## src/rtl/f11_qbus_seq.sv

```systemverilog
// Q-bus cycle sequencer: runs DATI/DATO/DATOB/DATIO handshakes, stalls the microsequencer,
// arbitrates DMA between CPU cycles. Optional RPLY timeout under `F11_QBUS_TOUT_EN`.
module f11_qbus_seq #(
    parameter int unsigned   AW   = 22,
    parameter int unsigned   DW   = 16,
    parameter int unsigned   TW   = 8,
    parameter logic [TW-1:0] TOUT = 8'd200
) (
    input  logic          pin_clk,
    input  logic          pin_rst,
    input  logic          cmd_req,
    input  logic [2:0]    cmd_m,
    input  logic [AW-1:0] cmd_adr,
    input  logic [DW-1:0] cmd_dat,
    input  logic          cmd_byte,
    input  logic          dma_req,
    input  logic          rply,
    input  logic [DW-1:0] bus_rdat,
    output logic          bus_ad_oe,
    output logic [AW-1:0] bus_adr,
    output logic [DW-1:0] bus_dat,
    output logic          bus_sync,
    output logic          bus_din,
    output logic          bus_dout,
    output logic          bus_wtbt,
    output logic [DW-1:0] rd_dat,
    output logic          dma_gnt,
    output logic          clk_hold,
    output logic          done,
    output logic          err
);

    typedef enum logic [2:0] {
        StIdle, StAdr, StDin, StDinw, StDout, StDoutw, StEnd, StDma
    } state_e;

    state_e        state_q, state_d;
    logic [1:0]    op_q;
    logic          byte_q;
    logic [AW-1:0] adr_q;
    logic [DW-1:0] dat_q;
    logic [DW-1:0] rd_dat_q;
    logic          accept;
    logic          is_datio;
    logic          wtbt_data;
    logic          tout_hit;

    // op_q encodes {m9,m8}: 00 DATO, 01 DATOB, 10 DATI, 11 DATIO
    assign accept    = (state_q == StIdle) && !dma_req && cmd_req && cmd_m[2];
    assign is_datio  = (op_q == 2'b11);
    assign wtbt_data = (op_q == 2'b01) || (is_datio && byte_q);

    always_ff @(posedge pin_clk) begin
        if (pin_rst) begin
            state_q <= StIdle;
        end else begin
            state_q <= state_d;
        end
    end

    always_ff @(posedge pin_clk) begin
        if (pin_rst) begin
            op_q     <= 2'b00;
            byte_q   <= 1'b0;
            adr_q    <= '0;
            dat_q    <= '0;
            rd_dat_q <= '0;
        end else begin
            if (accept) begin
                op_q   <= cmd_m[1:0];
                byte_q <= cmd_byte;
                adr_q  <= cmd_adr;
                dat_q  <= cmd_dat;
            end
            if (state_q == StDin && rply) begin
                rd_dat_q <= bus_rdat;
            end
        end
    end

`ifdef F11_QBUS_TOUT_EN
    localparam logic [TW-1:0] TOUT_LAST = TOUT - 1'b1;

    logic [TW-1:0] tout_cnt_q;
    logic          err_q;
    logic          waiting;
    logic          tout_fire;

    assign waiting  = (state_q == StDin) || (state_q == StDinw) ||
                      (state_q == StDout) || (state_q == StDoutw);
    assign tout_hit = (tout_cnt_q == TOUT_LAST);

    // Expiry only counts when the handshake did not complete on the same edge
    always_comb begin
        tout_fire = 1'b0;
        unique case (state_q)
            StDin, StDout:   tout_fire = tout_hit && !rply;
            StDinw, StDoutw: tout_fire = tout_hit && rply;
            default:         tout_fire = 1'b0;
        endcase
    end

    // Each wait phase gets its own budget: the count restarts on every state change
    always_ff @(posedge pin_clk) begin
        if (pin_rst) begin
            tout_cnt_q <= '0;
            err_q      <= 1'b0;
        end else begin
            err_q <= tout_fire;
            if (state_d != state_q) begin
                tout_cnt_q <= '0;
            end else if (waiting) begin
                tout_cnt_q <= tout_cnt_q + 1'b1;
            end
        end
    end

    assign err = (state_q == StEnd) && err_q;
`else
    assign tout_hit = 1'b0;
    assign err      = 1'b0;
`endif

    always_comb begin
        state_d = state_q;
        unique case (state_q)
            StIdle: begin
                if (dma_req) begin
                    state_d = StDma;
                end else if (cmd_req && cmd_m[2]) begin
                    state_d = StAdr;
                end
            end
            StAdr:  state_d = op_q[1] ? StDin : StDout;
            StDin: begin
                if (rply) begin
                    state_d = StDinw;
                end else if (tout_hit) begin
                    state_d = StEnd;
                end
            end
            StDinw: begin
                if (!rply) begin
                    state_d = is_datio ? StDout : StEnd;
                end else if (tout_hit) begin
                    state_d = StEnd;
                end
            end
            StDout: begin
                if (rply || tout_hit) begin
                    state_d = rply ? StDoutw : StEnd;
                end
            end
            StDoutw: begin
                if (!rply || tout_hit) begin
                    state_d = StEnd;
                end
            end
            StEnd:  state_d = StIdle;
            StDma: begin
                if (!dma_req) begin
                    state_d = StIdle;
                end
            end
            default: state_d = StIdle;
        endcase
    end

    always_comb begin
        bus_ad_oe = 1'b0;
        bus_sync  = 1'b0;
        bus_din   = 1'b0;
        bus_dout  = 1'b0;
        bus_wtbt  = 1'b0;
        dma_gnt   = 1'b0;
        clk_hold  = 1'b0;
        done      = 1'b0;
        unique case (state_q)
            StIdle: ;
            StAdr: begin
                bus_ad_oe = 1'b1;
                bus_wtbt  = !op_q[1];
                clk_hold  = 1'b1;
            end
            StDin: begin
                bus_sync = 1'b1;
                bus_din  = 1'b1;
                clk_hold = 1'b1;
            end
            StDinw: begin
                bus_sync = 1'b1;
                clk_hold = 1'b1;
            end
            StDout: begin
                bus_sync  = 1'b1;
                bus_ad_oe = 1'b1;
                bus_dout  = 1'b1;
                bus_wtbt  = wtbt_data;
                clk_hold  = 1'b1;
            end
            StDoutw: begin
                bus_sync  = 1'b1;
                bus_ad_oe = 1'b1;
                bus_wtbt  = wtbt_data;
                clk_hold  = 1'b1;
            end
            StEnd:  done = 1'b1;
            StDma: begin
                dma_gnt  = 1'b1;
                clk_hold = cmd_req && cmd_m[2];
            end
            default: ;
        endcase
    end

    assign bus_adr = adr_q;
    assign bus_dat = dat_q;
    assign rd_dat  = rd_dat_q;

endmodule

```

## config.mk

```make
export PLATFORM = sky130hd
export DESIGN_NAME = f11_qbus_seq
export DESIGN_NICKNAME = d
export VERILOG_FILES = /design/src/rtl/f11_qbus_seq.sv
export SDC_FILE = /design/constraint.sdc
export NUM_CORES = 1
export LEC_CHECK = 0
export CORE_ASPECT_RATIO = 0.5
export CORE_UTILIZATION = 40
export CTS_BUF_LIST = sky130_fd_sc_hd__clkbuf_8
export DETAILED_ROUTE_END_ITERATION = 7
export HOLD_SLACK_MARGIN = 0.02
export PLACE_DENSITY = 0.81
export SLEW_MARGIN = 40
export SYNTH_ARGS = -nofsm -noshare
export SYNTH_HDL_FRONTEND = slang
export SYNTH_SLANG_ARGS = --single-unit
```

## constraint.sdc

```tcl
create_clock -name pin_clk -period 1.9 [get_ports pin_clk]
set_input_delay 0.19 -clock pin_clk [delete_from_list [all_inputs] [get_ports pin_clk]]
set_output_delay 0.19 -clock pin_clk [all_outputs]
set_load 0.02 [all_outputs]
```

# Word-level counts from Yosys, hierarchy flattened
# Index checks and enable logic that the tools add are counted.
# Widths: inputs -> output; s select.
# word_totals
ff_bits	60
latch_bits	0
ram_bits	0
mem_bits_ro	0
in_bits	63
n_memories	0
# classes
addsub	0
mul	0
n_div	0
order_cmp	0
eq_ne	15
n_shift	0
muxes	18
n_bitwise	0
reduce_logical	15
# ops
cell	count
$mux 3	8
$pmux 3 s8	1
$eq 3x3->1 const B	4
$ne 2x2->1 const B	5
$eq 3x2->1 const B	2
$logic_and 1x1->1	6
$mux 1	6
$reduce_and 6->1	1
$reduce_or 5->1	1
$pmux 1 s2	2
$reduce_or 4->1	1
$eq 3x1->1 const B	1
$logic_not 3->1	1
$ne 3x2->1 const B	1
$reduce_or 3->1	1
$eq 2x1->1 const B	1
$eq 2x2->1 const B	1
$logic_not 1->1	2
$mux 2	1
$reduce_or 2->1	1
$logic_or 1x1->1	1

# Depth between registers and ports, before layout
# Gate-level depths: netlist (run 1).
# depth
word_depth	4
depth_mapped	7
ltp_nobuf	5

# Worst setup path after synthesis (run 1)
# OpenSTA, ideal clock, no wires.
# synth_path
path_kind	register to output
startpoint	register state_q[2]
endpoint	output clk_hold
t_arrival_ps	1642
t_required_ps	1710
path_slack_ps	68
path_stages_with_launch	5
n_path_buf	2
path_cell_list	dfxtp_1 buf_2 buf_2 nand2_1 o311ai_0
# synth_via
elab_chain_cells	3
elab_cells_between_ends	8
cone_classes	6 x eq/ne; 1 x mux; 1 x reduce/logical
# synth_lines
element	line_no	rtl
start, declared	37	state_e state_q, state_d;
start signal, assigned	55	state_q <= StIdle;
start signal, assigned	57	state_q <= state_d;
$eq 3x2->1, or another cell as far along	178	unique case (state_q)
$reduce_or 5->1 (no line)	n/a	
$pmux 1 s2 *	178	
end, declared	28	output logic clk_hold,
# Mark *: on every way between the ends. The rest lies on a longest branch, timed or not.

# Final worst setup path (run 1)
# layout_path
startpoint	register state_q[0]
endpoint	output bus_ad_oe
# layout_via
elab_chain_cells	3
elab_cells_between_ends	5
cone_classes	3 x eq/ne; 1 x mux; 1 x reduce/logical
# layout_lines
element	line_no	rtl
$eq 3x3->1 / $eq 3x1->1 (equally long branches)	178	
$reduce_or 3->1 (no line) *	n/a	
$mux 1 *	178	
end, declared	19	output logic bus_ad_oe,
# Marks and branches as above.

==> results of run 1 <==
registers in the layout, indices dropped and copies added (netlist names):
name     flops
bus_adr     22
bus_dat     16
rd_dat      16
state_q      3
op_q         2
byte_q       1
per-layer routing:
layer / wire length (microns) / part of all wire / track usage / vias up
met4: 13 / 0.0021 / 0.0637 / 0
li1: - / - / - / 1247
met5: 0 / 0 / 0 / -
met2: 3210 / 0.52 / 0.377 / 56
met3: 359 / 0.058 / 0.0756 / 2
met1: 2600 / 0.42 / 0.221 / 1120
how the worst max path moves through the flow:
stage                end               startpoint  depth (start not counted)  slack, ps
2_1_floorplan   clk_hold  state_q[2]$_SDFFE_PP0P_                          4         70
3_3_place_gp    clk_hold                  cmd_req                          4         10
3_5_place_dp    clk_hold                  cmd_req                          4          1
4_1_cts         bus_wtbt  state_q[0]$_SDFFE_PP0P_                          4         40
5_1_grt         clk_hold  state_q[2]$_SDFFE_PP0P_                          3         60
6_report       bus_ad_oe  state_q[0]$_SDFFE_PP0P_                          4        170
cell type report:
cell class                      count  area [sq um]  share of cell area
Clock inverter                      7          60.1              0.0156
Tap cell                           73          91.3              0.0237
Timing Repair Buffer              137          1320               0.344
Clock buffer                        9           124              0.0322
Inverter                            4          15.0             0.00390
Multi-Input combinational cell    217          1040               0.269
Sequential cell                    60          1200               0.312
worst max-delay path: cells and delay by family, from the launching register on:
kind | cells | cell delay (ps)
buffers and inverters | 2 | 390
DFF | 1 | 350
and+or+nand+nor | 2 | 490
repair_timing:
action,4_1_cts,5_1_grt
buffers inserted,0,0
setup endpoints to repair,6,4
gates resized for setup,6,8
cell usage after synthesis:
library cell	n
nand2_1	117
dfxtp_1	60
a21oi_1	57
clkbuf_1	12
buf_4	4
buf_6	4
nand3_1	4
nor3_1	4
and3_1	3
buf_2	3
inv_1	3
nor2_1	3
o21ai_0	3
ha_1	2
nand2b_1	2
nor2b_1	2
or3_1	2
a2111oi_2	1
a211o_1	1
a211oi_1	1
a221oi_1	1
a22oi_1	1
a31o_1	1
a31o_2	1
and2_1	1
buf_1	1
conb_1	1
inv_2	1
mux2i_1	1
nand3b_1	1
nor4_2	1
o21a_1	1
o2bb2ai_2	1
o311ai_0	1
o31ai_1	1
xnor2_1	1
xor2_1	1
power by group:
part | total [mW] | internal, mW | switching (mW)
Sequential | 1.45 | 1.37 | 0.0779
Clock | 1.07 | 0.588 | 0.482
Combinational | 1.43 | 0.659 | 0.768
Total | 3.95 | 2.62 | 1.33
cell families (layout without fill, tap and decap cells):
kind of cell	count (synthesis)	count (layout)	share of synthesized area
other	1	1	0.00157
muxes	1	1	0.00419
xor gates and xnor gates	2	2	0.00734
AOI/OAI and AO/OA	71	71	0.169
and+or+nand+nor	140	140	0.240
DFF	60	60	0.503
buffers and inverters	28	157	0.0644
adders and majority gates	2	2	0.0105
cells in the final DEF (no fill, tap or decap), drive strengths merged, types with 4 or more instances in the layout:
cell / count
nand2: 117
clkdlybuf4s50: 115
dfxtp: 60
a21oi: 57
buf: 14
clkbuf: 11
inv: 6
nor3: 4
nand3: 4
dlygate4sd2: 4
==> results.txt, run 1 <==
- The flow ran to the end, but the final reports show violations.
- Violated checks: design-rule violations
- Cells along the critical path: inv_1 -> or3_1 -> nand2b_1 -> dlygate4sd2_1
- Synthesized instance count: 305
* Peak VDD IR: 491 uV
- Area after DPL: 3680 sq um
- After the last flow step, the layout net total stands at 494.
- Dividing the synthesized area by the synthesized cell count gives 7.83 sq um.
* Post-synthesis cell type with the largest combined area: dfxtp_1
- The analysis attributes to cell leakage a power of 1.43 nW.
* Boundary Pins: 126
- Total DRC errors in the routed layout: 14
* Worst-path clk slew: 70 ps
* Total power: 3.95 mW
* Worst hold path stage count: 3
- Of the cells placed in the final design, the portion with a size suffix greater than 1 is 0.0829.
- The share of synthesized area in the top cell type comes to 0.503.
* Sequential cell area fraction in the yosys report: 0.503
* Placement-stage worst setup slack: 1.02 ps
* #FFs+latches synth: 60
* Destination of the worst hold path: rd_dat[2]$_SDFFE_PP0P_
- For the pin with the worst max-slew slack, the measured transition is 721 ps.
- For this configuration, the core starts out at a cell density of 0.426.
- At the worst endpoint, the required time is 1710 ps.
- Total power per unit cell area: 1030 nW/um^2
- The initial antenna violation count is 0.
- Number of placed instances with taps included: 491
* Antenna Nets Post-Route: 0
* Post-synth cell types: 37
* Global placer's final weighted congestion: 0.842
- Mapped Nets: 370
- The mapped netlist covers 2390 sq um.
- Measured in cells, the most critical reg-to-reg path has a length of 6.
- In the global route stage, overall resource usage came out at 0.205.
* Capturing element type of the critical path: output pin
* Total of warnings raised by yosys: 0
* Final number of hold-violating endpoints: 0
* Clock tree sinks: 60
- TritonCTS built the clock tree.
- Number of input and output port buffers inserted: 124
- Counting along the longest clock path gives a buffer depth of 2.
- Count of vias placed by the detailed router: 2,425
- Drt first-iter violations: 143
* Global-route congestion overflow total: 0
* Finished Core Util: 0.686
- Setup TNS: 0 ps
- The layout has 476 filler cells.
- Launching element type of the critical path: flop
* Synth top area cells: dfxtp_1 (50%), nand2_1 (18%), a21oi_1 (12%)
* Via count of the first global-routing pass: 2,389
- In the finished design, the share of the clock period the worst path needs comes to 0.913.
* Slew Limit Headroom: 0.519
- Clock insertion delay at the later pin of the skew report: 330 ps
- Total die area: 6300 sq um
- In the post-route analysis, the smallest setup slack over all paths is 165 ps.
- Across the run, the number of max-cap violations was 0.
- Of all nets on the critical path, the largest fanout is 3.
- Root buffer cell: clkbuf_8
* Final slew viol count: 0
* Minimum period implied by the final worst setup slack: 1730 ps
* R2R Setup Slk: 240 ps
- Maximum achievable frequency: 577 MHz
* Launch point of the worst hold path: bus_rdat[2]
- Area of the core region: 5610 sq um
* Die outline width: 111 microns
* Placement row count: 19
- Largest net degree at the start of global routing: 42
* Critical path start-end classification: flop to output pin
- H-Tree Level Count: 3
* Pre-Repair DR Iteration Count: 6
- Worst hold path class: input port to flop
- Relative to the synthesized area, the layout overhead comes to 61.2%.
- Number of CTS-inserted buffers: 9
* Post-cts hold buffer count: 0
* FF-to-FF Start: state_q[0]$_SDFFE_PP0P_
- RSZ-0062 raised after global routing: no
* Per-cell via count in the routed design: 4.78
- Critical-path cell with the highest stage delay: or3_1
* DP HPWL: 4.40 mm
- The first global-routing pass estimated 10.4 mm of wire.
- In this run the vertical extent of the chip is 56.6 microns.
* Peak per-stage delay on the critical path: 400 ps
- After detailed routing, the total wire length is 6.18 mm.
- Final-report setup violation count: 0
* Arrival time at the worst endpoint: 1540 ps
- The worst register-to-register path ends at bus_dat[15]$_SDFFE_PP0P_.
* Worst clock skew: 8.87 ps
- Leaving out filler cells and counting taps, the final layout contains 507.
- Final cell area excluding filler cells: 3850 sq um
- 0 antenna diodes ended up in the layout.
- Hold WS: 400 ps
- Mean routed wirelength per cell: 12.2 microns
(Power assumes the default switching activity.)
==> inputs of run 2 (changes only) <==
- CORE_ASPECT_RATIO: 0.5 -> not set
==> run 2 against run 1 <==
  * Sequential power barely moved
  * Flip-flop and latch count did not move
  * The run now ends clean
  * Final cell count is 0.20% lower
  * Fmax decreased by 5.4%
  * Die area decreased by 0.29%
  * Highest routed layer unchanged
  * Count of clock-buffer cells in the layout is 2 higher
  * Setup slack worse by 98 ps
  * Utilization decreased by 0.16 points
==> results.txt, run 2 (synthesized netlist as in run 1, its figures left out) <==
* Status: complete, no violations
- RSZ-0062 raised after global routing: no
* Peak per-stage delay on the critical path: 610 ps
* Worst hold path class: input port to flop
- Placement row count: 27
* Drt first-iter violations: 105
* Via count of the first global-routing pass: 2,274
- The region available for standard cell placement spans 5640 sq um.
- Capturing element type of the critical path: output pin
- Of the total power, registers draw 0.369.
- The total count of max-transition violations in the final report came to 0.
- Hold repair after CTS inserted 0 buffers.
* Buffer count from post-CTS setup fixing: 0
- The clock passes through at most 2 buffers.
* Destination of the worst hold path: byte_q$_SDFFE_PP0P_
* FF-to-FF Start: state_q[2]$_SDFFE_PP0P_
* Total power per unit cell area: 1020 nW/um^2
* Crit Reg-Reg Endpoint: bus_dat[4]$_SDFFE_PP0P_
- Crit path max fanout: 8
- The critical path is of the flop to output pin type.
- Global placer's final weighted congestion: 0.795
- Internal Pwr Total: 2.59 mW
- Clock tree sinks: 60
- Per-cell via count in the routed design: 4.86
- Crit path buf inv count: 2
- Root buffer cell: clkbuf_8
- The routed design has 6.52 mm of wire.
- Antenna Nets Post-Route: 0
* Number of CTS-inserted buffers: 9
- Number of flip-flops in the largest register: 22
- On the critical path the largest part of the delay comes from buffers and inverters.
- The clock reaches the later pin of the worst-skew pair after 320 ps.
- Counting the fill cells in the layout gives 450.
* Boundary Pins: 126
- Worst clock skew: 6.65 ps
- Measured along the y axis, the die boundary spans 79.3 microns.
* Launch point of the worst hold path: pin_rst
* Combinational power share: 0.383
* Total power: 3.94 mW
- The wire-length estimate of the detail-placed layout is 4.69 mm.
* H-Tree Level Count: 3
- Clk network pwr share: 0.248
- Global-route congestion overflow total: 0
* Cell count of the worst reg-to-reg path: 6
- Die outline width: 79.3 microns
* Total die area: 6280 sq um
- Initial core utilization: 0.423
* Peak VDD IR: 652 uV
- Entering global routing, the biggest net connects 27 pins.
- TritonCTS built the clock tree.
* Launching element type of the critical path: flop
- The initial antenna violation count came to 0.
- Leaving out fill and tap cells, the most frequent cell in the layout is nand2_1.
* Critical-path cell with the highest stage delay: clkdlybuf4s50_1
* Worst hold path stage count: 2
* R2R Setup Slk: 260 ps
- Final period util: 0.965
- The top cell types in the final layout, fill and taps aside, are nand2_1 (117), clkdlybuf4s50_1 (116), dfxtp_1 (59).
- The first global-routing pass estimated 10.3 mm of wire.
* Pre-Repair DR Iteration Count: 4
* Final-report setup violation count: 0
- Across every metal layer, demand over resource in global routing totals 0.212.
- Compared with the post-synthesis result, the final layout area differs by 61.8%.
- Mean routed wirelength per cell: 12.9 microns
- Fraction of final layout cells sized beyond drive strength 1: 0.0806
* Total DRC errors in the routed layout: 0
- The number of antenna diodes in the final layout is 0.
* Data required time at the worst endpoint: 1710 ps
- Number of max-cap violations: 0
- The smallest clock period supported by the final layout is computed as 1830 ps.
* Number of input and output port buffers inserted: 124
* Final number of hold-violating endpoints: 0
* Leakage: 1.43 nW
* Count of vias placed by the detailed router: 2,461
- Maximum achievable frequency: 546 MHz
- Arrival time at the worst endpoint: 1640 ps
- Once layout is complete, the utilization of the core stands at 0.685.
- Worst-path clk slew: 60 ps
- For this run, the post-layout net count is 495.
* Number of gates given a new drive strength after cts: 6
- P_sw: 1.34 mW
- Cells along the critical path: nand2_1 -> buf_4 -> nor2_1 -> clkdlybuf4s50_1
- Of the total power, the share spent switching nets is 0.341.
-- run 2: cell types whose count changed in the layout (fill, tap and decap cells not counted), sizes merged --
cell and change:
buf +1, bufinv -1, clkbuf +1, clkdlybuf4s15 +1
clkdlybuf4s50 +1, clkinv -3, dlygate4sd2 -1, inv +1
-- run 2: layout make-up --
cell class,instances,area (sq um),area share
clock inverters,4,18.8,0.00486
well taps,72,90.1,0.0233
multi-input cells,217,1040,0.268
clock buffers,11,151,0.0392
repair buffers,138,1350,0.349
inverters,4,15.0,0.00389
flip-flops and latches,60,1200,0.311
-- run 2: per-layer routing --
metal / vias up / track usage / wire [microns]
met4: 0 / 0.0964 / 92
met5: - / 0 / 0
met2: 96 / 0.352 / 3170
met3: 11 / 0.0816 / 633
li1: 1244 / - / -
met1: 1110 / 0.241 / 2620
-- run 2: through the flow --
stage | TNS [ps] | hold WS [ps] | area (sq um) | setup slack (ps) | std cells
after floorplan | 0 | 326 | 2390 | 67.6 | 305
after global placement | -69.9 | 441 | 3700 | -69.9 | 491
after detailed placement | -185 | 446 | 3700 | -185 | 491
after CTS | 0 | 313 | 3860 | 3.28 | 506
after global routing | 0 | 336 | 3860 | 6.11 | 506
final | 0 | 330 | 3860 | 67.1 | 506
-- run 2: power groups by stage --
stage	clock [mW]	sequential, mW	combinational (mW)
3_5_place_dp	0	1.48	1.54
3_3_place_gp	0	1.47	1.52
5_1_grt	1.05	1.47	1.64
4_1_cts	0.999	1.45	1.51
2_1_floorplan	0	1.56	0.811
6_report	0.975	1.45	1.51
-- run 2: how the worst max path moves through the flow --
stage	slack [ps]	cells after the start	start	to
finish	70	4	state_q[1]$_SDFFE_PP0P_	done
global route	6	4	state_q[0]$_SDFFE_PP0P_	clk_hold
CTS	3	3	state_q[2]$_SDFFE_PP0P_	bus_dout
detailed placement	-180	4	cmd_req	clk_hold
global placement	-70	4	cmd_req	clk_hold
floorplan	70	4	state_q[2]$_SDFFE_PP0P_	clk_hold
